**src/rtl/seq_sched_pkg.sv**
```systemverilog
// Shared types for the sequential scan scheduler: control states, match-core
// state codes and the count-width helper.
package seq_sched_pkg;

    typedef enum logic [1:0] {
        IDLE  = 2'd0,
        SHIFT = 2'd1,
        RESP  = 2'd2
    } ctrl_state_e;

    // Match-core states, named by the input suffix they track
    localparam logic [2:0] S0 = 3'd0;  // start
    localparam logic [2:0] S1 = 3'd1;  // "1"
    localparam logic [2:0] S2 = 3'd2;  // "10"
    localparam logic [2:0] S3 = 3'd3;  // "0"
    localparam logic [2:0] S4 = 3'd4;  // "01"
    localparam logic [2:0] S5 = 3'd5;  // "100"

    function automatic int cnt_width(input int word_w);
        return $clog2(word_w + 1);
    endfunction

endpackage

```
**src/rtl/seq_match_core.sv**
```systemverilog
// Overlapping Mealy detector for 1001 and 010; match is combinational on the
// current state and the presented bit.
module seq_match_core
    import seq_sched_pkg::*;
(
    input  logic clk,
    input  logic rstn,
    input  logic clr,
    input  logic en,
    input  logic bit_in,
    output logic match
);

    logic [2:0] state_q, state_d, nxt;

    always_comb begin
        nxt = S0;
        case (state_q)
            S0:      nxt = bit_in ? S1 : S3;
            S1:      nxt = bit_in ? S1 : S2;
            S2:      nxt = bit_in ? S4 : S5;
            S3:      nxt = bit_in ? S4 : S3;
            S4:      nxt = bit_in ? S1 : S2;
            S5:      nxt = bit_in ? S4 : S3;
            default: nxt = S0;
        endcase
    end

    always_comb begin
        state_d = state_q;
        if (clr)
            state_d = S0;
        else if (en)
            state_d = nxt;
    end

    assign match = ((state_q == S4) && !bit_in) || ((state_q == S5) && bit_in);

    always_ff @(posedge clk or negedge rstn) begin
        if (!rstn)
            state_q <= S0;
        else
            state_q <= state_d;
    end

endmodule

```
**src/rtl/seq_scan_sched.sv**
```systemverilog
// Round-robin scheduler that serialises one requester word at a time through
// the match core and returns its match count. Define SEQ_SCHED_FLUSH_EN to
// restart the match core on every accepted word.
module seq_scan_sched
    import seq_sched_pkg::*;
#(
    parameter int N_REQ  = 4,
    parameter int WORD_W = 8
) (
    input  logic                         clk,
    input  logic                         rstn,
    input  logic [N_REQ-1:0]             req_valid,
    input  logic [N_REQ*WORD_W-1:0]      req_data,
    output logic [N_REQ-1:0]             req_ready,
    output logic                         rsp_valid,
    input  logic                         rsp_ready,
    output logic [$clog2(N_REQ)-1:0]     rsp_id,
    output logic [$clog2(WORD_W+1)-1:0]  rsp_count,
    output logic                         busy
);

    localparam int IDX_W = $clog2(N_REQ);
    localparam int CNT_W = cnt_width(WORD_W);
    localparam int BC_W  = $clog2(WORD_W);

    ctrl_state_e       state_q, state_d;
    logic [WORD_W-1:0] word_q, word_d;
    logic [IDX_W-1:0]  last_q, last_d;
    logic [CNT_W-1:0]  cnt_q, cnt_d;
    logic [BC_W-1:0]   bcnt_q, bcnt_d;

    logic             win_found;
    logic [IDX_W-1:0] win_idx;
    logic             accept;
    logic             core_en;
    logic             core_clr;
    logic             match;
    int               j;

    // Search starts one past the last grant so every requester gets a turn
    always_comb begin
        win_found = 1'b0;
        win_idx   = '0;
        j         = 0;
        for (int k = 1; k <= N_REQ; k++) begin
            j = (int'(last_q) + k) % N_REQ;
            if (!win_found && req_valid[IDX_W'(j)]) begin
                win_found = 1'b1;
                win_idx   = IDX_W'(j);
            end
        end
    end

    assign accept  = (state_q == IDLE) && win_found;
    assign core_en = (state_q == SHIFT);

`ifdef SEQ_SCHED_FLUSH_EN
    assign core_clr = accept;
`else
    assign core_clr = 1'b0;
`endif

    always_comb begin
        req_ready = '0;
        if (accept && rstn)
            req_ready[win_idx] = 1'b1;
    end

    always_comb begin
        state_d = state_q;
        word_d  = word_q;
        last_d  = last_q;
        cnt_d   = cnt_q;
        bcnt_d  = bcnt_q;
        case (state_q)
            IDLE: begin
                if (accept) begin
                    word_d  = req_data[int'(win_idx)*WORD_W +: WORD_W];
                    last_d  = win_idx;
                    cnt_d   = '0;
                    bcnt_d  = '0;
                    state_d = SHIFT;
                end
            end
            SHIFT: begin
                word_d = {word_q[WORD_W-2:0], 1'b0};
                bcnt_d = bcnt_q + BC_W'(1);
                if (match)
                    cnt_d = cnt_q + CNT_W'(1);
                if (bcnt_q == BC_W'(WORD_W - 1))
                    state_d = RESP;
            end
            RESP: begin
                if (rsp_ready)
                    state_d = IDLE;
            end
            default: state_d = IDLE;
        endcase
    end

    always_ff @(posedge clk or negedge rstn) begin
        if (!rstn) begin
            state_q <= IDLE;
            word_q  <= '0;
            last_q  <= IDX_W'(N_REQ - 1);
            cnt_q   <= '0;
            bcnt_q  <= '0;
        end else begin
            state_q <= state_d;
            word_q  <= word_d;
            last_q  <= last_d;
            cnt_q   <= cnt_d;
            bcnt_q  <= bcnt_d;
        end
    end

    seq_match_core u_core (
        .clk    (clk),
        .rstn   (rstn),
        .clr    (core_clr),
        .en     (core_en),
        .bit_in (word_q[WORD_W-1]),
        .match  (match)
    );

    assign rsp_valid = (state_q == RESP);
    assign busy      = (state_q != IDLE);
    assign rsp_id    = last_q;
    assign rsp_count = cnt_q;

endmodule

```
**config.mk**
```make
export PLATFORM = sky130hd
export DESIGN_NAME = seq_scan_sched
export DESIGN_NICKNAME = d
export VERILOG_FILES = /design/src/rtl/seq_sched_pkg.sv /design/src/rtl/seq_match_core.sv /design/src/rtl/seq_scan_sched.sv
export SDC_FILE = /design/constraint.sdc
export NUM_CORES = 1
export LEC_CHECK = 0
export CAP_MARGIN = 25
export CORE_ASPECT_RATIO = 1.75
export CORE_UTILIZATION = 55
export CTS_BUF_LIST = sky130_fd_sc_hd__clkbuf_16
export CTS_CLUSTER_DIAMETER = 200
export DETAILED_ROUTE_END_ITERATION = 12
export DONT_BUFFER_PORTS = 1
export PLACE_DENSITY_LB_ADDON = 0.25
export SLEW_MARGIN = 20
export SYNTH_ARGS = -nofsm -noshare
export SYNTH_HDL_FRONTEND = slang
export SYNTH_SLANG_ARGS = --single-unit
```
**constraint.sdc**
```tcl
create_clock -name clk -period 2.3 [get_ports clk]
set_clock_uncertainty 0.05 [all_clocks]
set_input_delay 0.345 -clock clk [delete_from_list [all_inputs] [get_ports clk]]
set_output_delay 0.345 -clock clk [all_outputs]
set_load 0.01 [all_outputs]
```
==> qor.csv, run 1 <==
metric,value,unit
PD cells,1380,mW/mm^2
global-route usage over all layers,0.256,
post-detailed-placement half-perimeter wirelength,2330,um
cell types with the largest area share after synthesis,"dfrtp_1, mux2i_1, a211oi_1",
share of post-route cells with drive strength above 1,0.149,
total core area,0.00249,sq mm
outcome,finished clean,
type of the most critical hold path,input pin to asynchronous set/reset pin,
routed length per instance,18.0,um
Critical R2R Capture,word_q[2],
RSZ-0062 raised after global routing,no,
max-cap check violation count,0,
"Remaining Overflow, GRT",0,
sequential fraction of the synthesis area,0.382,
antenna violations before repair,0,
slew at the pin with the worst max-slew slack,0.508,ns
internal power contribution,1350,uW
number of distinct standard cells referenced by the synthesized netlist,41,
Synth top area share,0.346,
Final Wtd Congestion,0.706,
Total Wirelength,3230,um
Slew Limit Headroom,0.661,
vertical die dimension,69.9,um
crit path max fanout,5,
floorplan die area,0.00285,sq mm
worst hold slack after final layout,0.00854,ns
number of global-route vias before repair,1213,
Pleak,0.000718,uW
clock root buffer master,clkbuf_16,
Reg-to-Reg Start,rsp_id[1],
pin count of the biggest net entering global routing,23,
maximum vdd drop,720,uV
"Hold Vio Cnt, Final",0,
gate count after technology mapping,150,
number of iterations in the first detailed-routing pass,6,
leading area contributor after synthesis,dfrtp_1,
CTS tree,yes,
via/cell ratio,6.64,
Clk pwr share,0.223,
total of endpoints with negative setup slack in the final report,0,
deepest clock path buffer count,2,
Switching Share,0.378,
number of H-tree levels,1,
antenna cell count,0,
NetSw,820,uW
clock net sink count,22,
Synth Warn #,0,
capturing element of the worst setup path,req_ready[2],
global-route wire length before repair,5070,um
class of the most critical setup path,flip-flop to output pin,
remaining antenna violation count,0,
startpoint of the most critical setup path,rsp_id[0],
CTS-repair resized insts,0,
I/O pin count,51,
Mapped Area,0.00145,sq mm
first-iteration detailed-routing DRC count,34,
Post-Synthesis Net Count,192,
CP Data Arrival Time,1.81,ns
starting utilization of the core area,0.581,
fin nets,197,
required arrival time at the worst endpoint,1.90,ns
Port-buffer cells,0,
Gate power share,0.430,
kind of start point of the critical path,flip-flop,
cell depth of the worst flop-to-flop path,6,
total DRC errors in the routed layout,0,
fraction of the cycle the final worst path needs,0.959,
achievable clock frequency,454,MHz
Total Neg Setup Slack,0,ns
Die W,40.8,um
reg-to-reg setup timing slack,0.23,ns
flip-flop and latch count after synthesis,22,
power share of the sequential group,0.347,
number of buffers inserted during clock tree synthesis,3,
synthesized area per cell,9.65,sq um
"Slew Viols, Final",0,
Clock Pin Slew Worst Setup and Hold Paths,0.06,ns
number of cell rows,24,
clock latency of the later-clocked register in the worst-skew pair,0.25,ns
fin crit period,2.20,ns
area overhead of the layout relative to synthesis,8.73,%
routed vias,1195,
critical path capture point type,output pin,
-- cell usage after synthesis --
cell	n
dfstp_2	2
dfrtp_1	20
and2_4	1
nor4b_2	1
o22ai_1	1
a22o_1	1
o22a_1	1
a32o_1	1
a22oi_1	1
nor2_1	13
o21ai_0	6
xor2_1	3
and2_1	1
buf_6	1
ha_1	3
a211o_2	1
o31ai_2	1
nor3_1	2
mux2_2	1
clkbuf_1	4
buf_12	2
a21boi_0	4
buf_2	2
nand2_1	13
mux2i_1	14
o21bai_2	1
a2111o_1	1
o221ai_1	6
nand2b_1	3
nand3_1	3
nor2b_1	3
a21oi_1	10
nand4_1	1
a211oi_2	1
a2bb2oi_2	1
or4_1	1
and3_1	6
a21o_1	1
a221o_1	1
a211oi_1	7
inv_1	4
-- critical path: stages (launching register included) --
cell      delay, ns
dfstp_2        0.61
nand2b_1       0.15
a21oi_1        0.10
a211oi_1       0.34
nand3_1        0.16
nor2_1         0.20
-- registers in the layout (all words and copies together) (netlist names) --
name and flops:
u_core.state_q 3, state_q 2, rsp_count 4, rsp_id 2, bcnt_q 3, word_q 8
-- cells in the final DEF, fill, tap and decap left out, types with 2 or more instances in the layout --
cell       Yosys  final
dfrtp_1       20     20
mux2i_1       14     14
nor2_1        13     13
nand2_1       13     13
a21oi_1       10     10
buf_4          0      8
a211oi_1       7      7
o21ai_0        6      6
and3_1         6      6
o221ai_1       6      6
inv_1          4      4
a21boi_0       4      4
nor2b_1        3      3
nand2b_1       3      3
nand3_1        3      3
xor2_1         3      3
ha_1           3      3
clkbuf_16      0      3
nor3_1         2      2
dfstp_2        2      2
-- per-stage QoR --
stage	cell area, sq um	setup slack, ns	total power (uW)	utilization	std cells
after floorplan	1450	0.348	1490	-	150
after global placement	1430	0.307	1560	0.575	171
after detailed placement	1430	0.193	1630	0.575	171
after CTS	1550	0.0325	2140	0.621	176
after global routing	1570	0.0351	2330	0.632	180
final	1570	0.0952	2170	0.632	180
-- cells by family after synthesis --
kind of cell | Yosys count | synth area share
buffers and inverters | 13 | 0.0631
adders and majority gates | 3 | 0.0259
xor gates and xnor gates | 3 | 0.0182
AOI/OAI and AO/OA | 46 | 0.239
DFF | 22 | 0.382
muxes | 15 | 0.105
and+or+nand+nor | 48 | 0.167
-- per-layer routing --
layer | track usage | share of wire | up-vias | routed length (um)
met5 | 0 | 0 | - | 0
met4 | 0.0852 | 0.013 | 0 | 43
met3 | 0.0381 | 0.048 | 6 | 154
met2 | 0.451 | 0.57 | 44 | 1830
met1 | 0.281 | 0.37 | 581 | 1200
li1 | - | - | 564 | -
-- worst min-delay path by stage --
stage,startpoint,end,slack (ns),cells after the start
CTS,rsp_ready,state_q[1],0.22,2
finish,rstn,state_q[0],0.009,1
global placement,rstn,state_q[1],-0.0001,0
global route,rstn,word_q[5],0.04,1
detailed placement,rstn,state_q[1],-0.00005,0
floorplan,rstn,bcnt_q[0],-0.0006,0
-- power by group through the flow --
| stage | logic, uW | registers (uW) | clock network, uW |
|---|---|---|---|
| final | 932 | 753 | 485 |
| after global routing | 1030 | 780 | 514 |
| after CTS | 898 | 748 | 494 |
| after detailed placement | 878 | 752 | 0 |
| after global placement | 824 | 737 | 0 |
| after floorplan | 821 | 673 | 0 |
-- timing repair --
| action | in CTS | in global routing |
|---|---|---|
| hold buffers | 1 | 0 |
| hold endpoints to repair | 22 | 0 |
| setup endpoints to repair | 0 | 2 |
| buffers inserted | 0 | 4 |
-- area by class of cell --
cell class | count | area [sq um]
clock buffers | 3 | 75.1
clock inverters | 1 | 30.0
multi-input cells | 115 | 803
fillers | 209 | 918
repair buffers | 9 | 65.1
well taps | 26 | 32.5
inverters | 4 | 15.0
flip-flops and latches | 22 | 553
Power figures use the tool's default switching activity.
==> run 2, diff against run 1 <==
--- a/config.mk
+++ b/config.mk
@@ -7,7 +7,7 @@
 export LEC_CHECK = 0
 export CAP_MARGIN = 25
 export CORE_ASPECT_RATIO = 1.75
-export CORE_UTILIZATION = 55
+export CORE_UTILIZATION = 25
 export CTS_BUF_LIST = sky130_fd_sc_hd__clkbuf_16
 export CTS_CLUSTER_DIAMETER = 200
 export DETAILED_ROUTE_END_ITERATION = 12
==> qor.csv, run 2 (same netlist as run 1, synthesis figures left out) <==
metric,value,unit,change
antenna cell count,0,,unchanged
cell depth of the worst flop-to-flop path,6,,unchanged
routed vias,1158,,-3.1%
CP Data Arrival Time,1.70,ns,-0.11 ns
routed length per instance,15.8,um,-12%
total core area,0.00559,sq mm,+120%
Total Wirelength,3620,um,+12%
first-iteration detailed-routing DRC count,25,,-26%
"Remaining Overflow, GRT",0,,unchanged
Fillers,610,,+190%
number of global-route vias before repair,1259,,+3.8%
achievable clock frequency,477,MHz,+5.2%
crit path max fanout,5,,unchanged
"Hold Vio Cnt, Final",0,,unchanged
CTS tree,yes,,
Port-buffer cells,0,,unchanged
fin nets,196,,-0.51%
clock net sink count,22,,unchanged
floorplan die area,0.00611,sq mm,+110%
register name with the most flops,word_q,,
final worst setup slack,0.204,ns,+0.108 ns
fin crit period,2.10,ns,-0.108 ns
CP max stage cell,dfstp_2,,
kind of start point of the critical path,flip-flop,,
highest-count cells in the layout ignoring fill and taps,"dfrtp_1, mux2i_1, nor2_1, nand2_1, a21oi_1",,
clock latency of the later-clocked register in the worst-skew pair,0.26,ns,about the same
worst setup slack after placement,0.245,ns,+0.0523 ns
outcome,finished clean,,
max-cap check violation count,0,,unchanged
number of flip-flops in the largest register,8,,unchanged
biggest cell delay along the critical path,0.60,ns,about the same
Total Neg Setup Slack,0,ns,unchanged
critical path capture point type,output pin,,
fraction of the cycle the final worst path needs,0.911,,-0.0471
I/O pin count,51,,unchanged
Slew Limit Headroom,0.658,,-0.00336
type of the most critical hold path,input pin to asynchronous set/reset pin,,
Reg-to-Reg Start,rsp_id[1],,
clock root buffer master,clkbuf_16,,
maximum vdd drop,475,uV,-34%
post-detailed-placement half-perimeter wirelength,2730,um,+17%
slew at the pin with the worst max-slew slack,0.513,ns,+0.00504 ns
number of buffers inserted during clock tree synthesis,3,,unchanged
"most common cell after layout, fill and taps aside",dfrtp_1,,
global-route wire length before repair,5890,um,+16%
worst path cell trace,"nand2b_1, a21oi_1, a211oi_2, nand3_1, nor2_1",,
final design utilization,0.288,,-0.344
global-route usage over all layers,0.130,,-0.126
Clock Pin Slew Worst Setup and Hold Paths,0.06,ns,about the same
startpoint of the most critical setup path,rsp_id[0],,
number of H-tree levels,1,,unchanged
number of iterations in the first detailed-routing pass,4,,-2
vertical die dimension,103,um,+47%
total DRC errors in the routed layout,0,,unchanged
RSZ-0062 raised after global routing,no,,
"Slew Viols, Final",0,,unchanged
share of post-route cells with drive strength above 1,0.144,,-0.00556
pin count of the biggest net entering global routing,23,,unchanged
area overhead of the layout relative to synthesis,11.1,%,
antenna violations before repair,0,,unchanged
Pleak,0.000705,uW,-1.8%
class of the most critical setup path,flip-flop to output pin,,
via/cell ratio,5.06,,-24%
PD cells,1280,mW/mm^2,-7.5%
required arrival time at the worst endpoint,1.90,ns,about the same
starting utilization of the core area,0.259,,-0.322
number of cell rows,36,,+50%
deepest clock path buffer count,2,,unchanged
Die W,59.5,um,+46%
remaining antenna violation count,0,,unchanged
total of endpoints with negative setup slack in the final report,0,,unchanged
Final Wtd Congestion,0.722,,+2.3%
[run 2: changes by cell type in the layout (fill, tap and decap cells not counted)]
cell	change
inv_1	+1
a211oi_1	-1
a211oi_2	+1
buf_4	-1
bufinv_16	-1
[run 2: per-layer routing]
metal | global-route usage | share of wire | wire [um]
met3 | 0.0263 | 0.040 | 145
met5 | 0 | 0 | 0
met1 | 0.135 | 0.37 | 1330
met2 | 0.236 | 0.55 | 1980
met4 | 0.0733 | 0.046 | 167
[run 2: worst paths after layout]
path / to / slack (ns)
worst max-delay path: req_ready[3] / 0.20
worst min-delay path: bcnt_q[1] / 0.007
worst max register to register: word_q[4] / 0.24
worst min register to register: state_q[0] / 0.44
max in group asynchronous: rsp_id[1] / 1.84
min in group clk: state_q[1] / 0.22
[run 2: timing repair]
item                                    4_1_cts  5_1_grt
endpoints found under the hold margin        22        0
resized for setup                             0        1
endpoints found under the setup margin        1        2
setup buffers                                 3        0
hold buffers                                  1        0
[run 2: area by class of cell]
type | count | area (sq um) | area share
clock buffer | 3 | 75.1 | 0.0467
sequential | 22 | 553 | 0.344
inverter | 4 | 15.0 | 0.00934
tap | 76 | 95.1 | 0.0591
timing repair buffer | 8 | 57.6 | 0.0358
clock inverter | 1 | 3.75 | 0.00233
multi-input combinational | 115 | 808 | 0.503
[run 2: per-stage QoR]
stage / cell area (sq um) / total power (uW) / hold slack, ns / cells
global route: 1610 / 2230 / 0.0428 / 229
finish: 1610 / 2050 / 0.00705 / 229
global placement: 1500 / 1580 / 0.000483 / 221
floorplan: 1450 / 1490 / -0.000591 / 150
CTS: 1610 / 2070 / 0.223 / 229
detailed placement: 1500 / 1650 / 0.000445 / 221
[run 2: where the power goes]
group / internal (uW) / switching (uW) / leakage, uW / total (uW)
logic: 435 / 486 / 0.000390 / 921
clock network: 232 / 145 / 0.0000423 / 377
registers: 563 / 190 / 0.000273 / 752
[run 2: worst max-delay path: cells and delay by family (launching register included)]
kind	cells	cell delay [ns]
flip-flops	1	0.60
AND/OR/NAND/NOR	3	0.49
AO/OA/AOI/OAI	2	0.35
==> run 3, diff against run 2 <==
==> constraint.sdc (replaced) <==
create_clock -name clk -period 2.5 [get_ports clk]
set_clock_uncertainty 0.05 [all_clocks]
set_input_delay 0.625 -clock clk [delete_from_list [all_inputs] [get_ports clk]]
set_output_delay 0.625 -clock clk [all_outputs]
set_load 0.01 [all_outputs]
==> qor.csv, run 3 (same netlist as run 1, synthesis figures left out) <==
metric,value,unit,change
fraction of the cycle the final worst path needs,0.971,,
number of H-tree levels,1,,unchanged
outcome,finished clean,,
clock net sink count,22,,unchanged
slew at the pin with the worst max-slew slack,0.524,ns,+0.0109 ns
"Remaining Overflow, GRT",0,,unchanged
biggest cell delay along the critical path,0.60,ns,about the same
final worst setup slack,0.0730,ns,-0.131 ns
floorplan die area,0.00611,sq mm,unchanged
pin count of the biggest net entering global routing,25,,+8.7%
Placed Instance Area,0.00152,sq mm,+1.8%
Pleak,0.000714,uW,+1.3%
overall power,2000,uW,-2.7%
vertical die dimension,103,um,unchanged
total core area,0.00559,sq mm,unchanged
count of buffers added by post-CTS timing repair for setup,0,,-3
starting utilization of the core area,0.259,,unchanged
Total Wirelength,3600,um,-0.50%
global-route wire length before repair,5720,um,-2.8%
number of iterations in the first detailed-routing pass,4,,unchanged
register name with the most flops,word_q,,
antenna cell count,0,,unchanged
number of buffers inserted during clock tree synthesis,3,,unchanged
startpoint of the most critical setup path,rsp_id[0],,
routed vias,1153,,-0.43%
class of the most critical setup path,flip-flop to output pin,,
worst path cell trace,"nand2b_1, a21oi_1, a211oi_2, nand3_1, nor2_1",,
"Slew Viols, Final",0,,unchanged
CTS tree,yes,,
I/O pin count,51,,unchanged
antenna violations before repair,0,,unchanged
Clock Pin Slew Worst Setup and Hold Paths,0.06,ns,about the same
"Hold Vio Cnt, Final",0,,unchanged
"most common cell after layout, fill and taps aside",dfrtp_1,,
maximum vdd drop,288,uV,-39%
worst setup slack after placement,0.151,ns,-0.0944 ns
Port-buffer cells,0,,unchanged
fin crit period,2.43,ns,
CP max stage cell,dfstp_2,,
kind of start point of the critical path,flip-flop,,
total of endpoints with negative setup slack in the final report,0,,unchanged
kind of cell adding the most delay to the critical path,flip-flops,,
clock latency of the later-clocked register in the worst-skew pair,0.26,ns,about the same
Critical R2R Capture,word_q[5],,
final design utilization,0.294,,+0.00650
reg-to-reg setup timing slack,0.43,ns,+0.19 ns
final non-filler cell area,0.00164,sq mm,+2.3%
type of the most critical hold path,input pin to asynchronous set/reset pin,,
post-detailed-placement half-perimeter wirelength,2750,um,+0.75%
Die W,59.5,um,unchanged
RSZ-0062 raised after global routing,no,,
global-route usage over all layers,0.123,,-0.00714
via/cell ratio,5.06,,about the same
Final Wtd Congestion,0.736,,+1.9%
Total Neg Setup Slack,0,ns,unchanged
highest-count cells in the layout ignoring fill and taps,"dfrtp_1, mux2i_1, nor2_1, nand2_1, a21oi_1",,
deepest clock path buffer count,2,,unchanged
Reg-to-Reg Start,rsp_id[1],,
CP Data Arrival Time,1.75,ns,+0.05 ns
routed length per instance,15.8,um,about the same
remaining antenna violation count,0,,unchanged
achievable clock frequency,412,MHz,
PD cells,1210,mW/mm^2,-4.9%
clock root buffer master,clkbuf_16,,
crit path max fanout,5,,unchanged
buffers and inverters on the worst path,0,,unchanged
total DRC errors in the routed layout,0,,unchanged
cell depth of the worst flop-to-flop path,6,,unchanged
fin nets,195,,-0.51%
area overhead of the layout relative to synthesis,13.6,%,
first-iteration detailed-routing DRC count,13,,-48%
number of global-route vias before repair,1174,,-6.8%
Slew Limit Headroom,0.649,,-0.00841
number of cell rows,36,,unchanged
critical path capture point type,output pin,,
max-cap check violation count,0,,unchanged
share of post-route cells with drive strength above 1,0.138,,-0.00563
required arrival time at the worst endpoint,1.82,ns,-0.08 ns
number of flip-flops in the largest register,8,,unchanged
==> run 3: cell count changes in the layout (fill, tap and decap cells not counted) <==
cell,change
buf_4,-2
buf_12,+1
buf_2,-1
bufinv_16,+1
dlygate4sd3_1,+1
inv_1,-1
==> run 3: metal layers <==
metal	vias to the layer above	wire, um	track usage
met4	0	100	0.0501
met2	34	2050	0.228
met1	550	1300	0.137
li1	561	-	-
met5	-	0	0
met3	8	140	0.0163
==> run 3: cell type report <==
type                    instances  area, sq um
fillers                       620         3940
multi-input cells             115          808
flip-flops and latches         22          553
well taps                      76         95.1
clock buffers                   3         75.1
repair buffers                  7         67.6
clock inverters                 1         30.0
inverters                       4         15.0
==> run 3: how the worst max path moves through the flow <==
stage	to	slack [ns]	cells past startpoint
2_1_floorplan	req_ready[2]	0.18	5
3_3_place_gp	req_ready[3]	0.22	4
3_5_place_dp	req_ready[3]	0.15	5
4_1_cts	req_ready[3]	-0.008	5
5_1_grt	req_ready[3]	0.002	5
6_report	req_ready[3]	0.07	5
==> run 3: where the power goes <==
| group | switching [uW] | internal, uW |
|---|---|---|
| Combinational | 444 | 408 |
| Sequential | 175 | 518 |
| Clock | 133 | 318 |
==> run 3: what timing repair did <==
| item | 4_1_cts | 5_1_grt |
|---|---|---|
| gates resized for setup | 0 | 1 |
| hold buffers | 0 | 1 |
| endpoints found under the setup margin | 1 | 2 |
| hold endpoints to repair | 0 | 11 |
| pin swaps | 0 | 0 |
==> run 3: through the flow <==
step	hold slack [ns]	instances
3_3_place_gp	0.280	223
6_report	0.0116	228
5_1_grt	0.00722	228
2_1_floorplan	0.279	150
3_5_place_dp	0.280	223
4_1_cts	0.00405	227
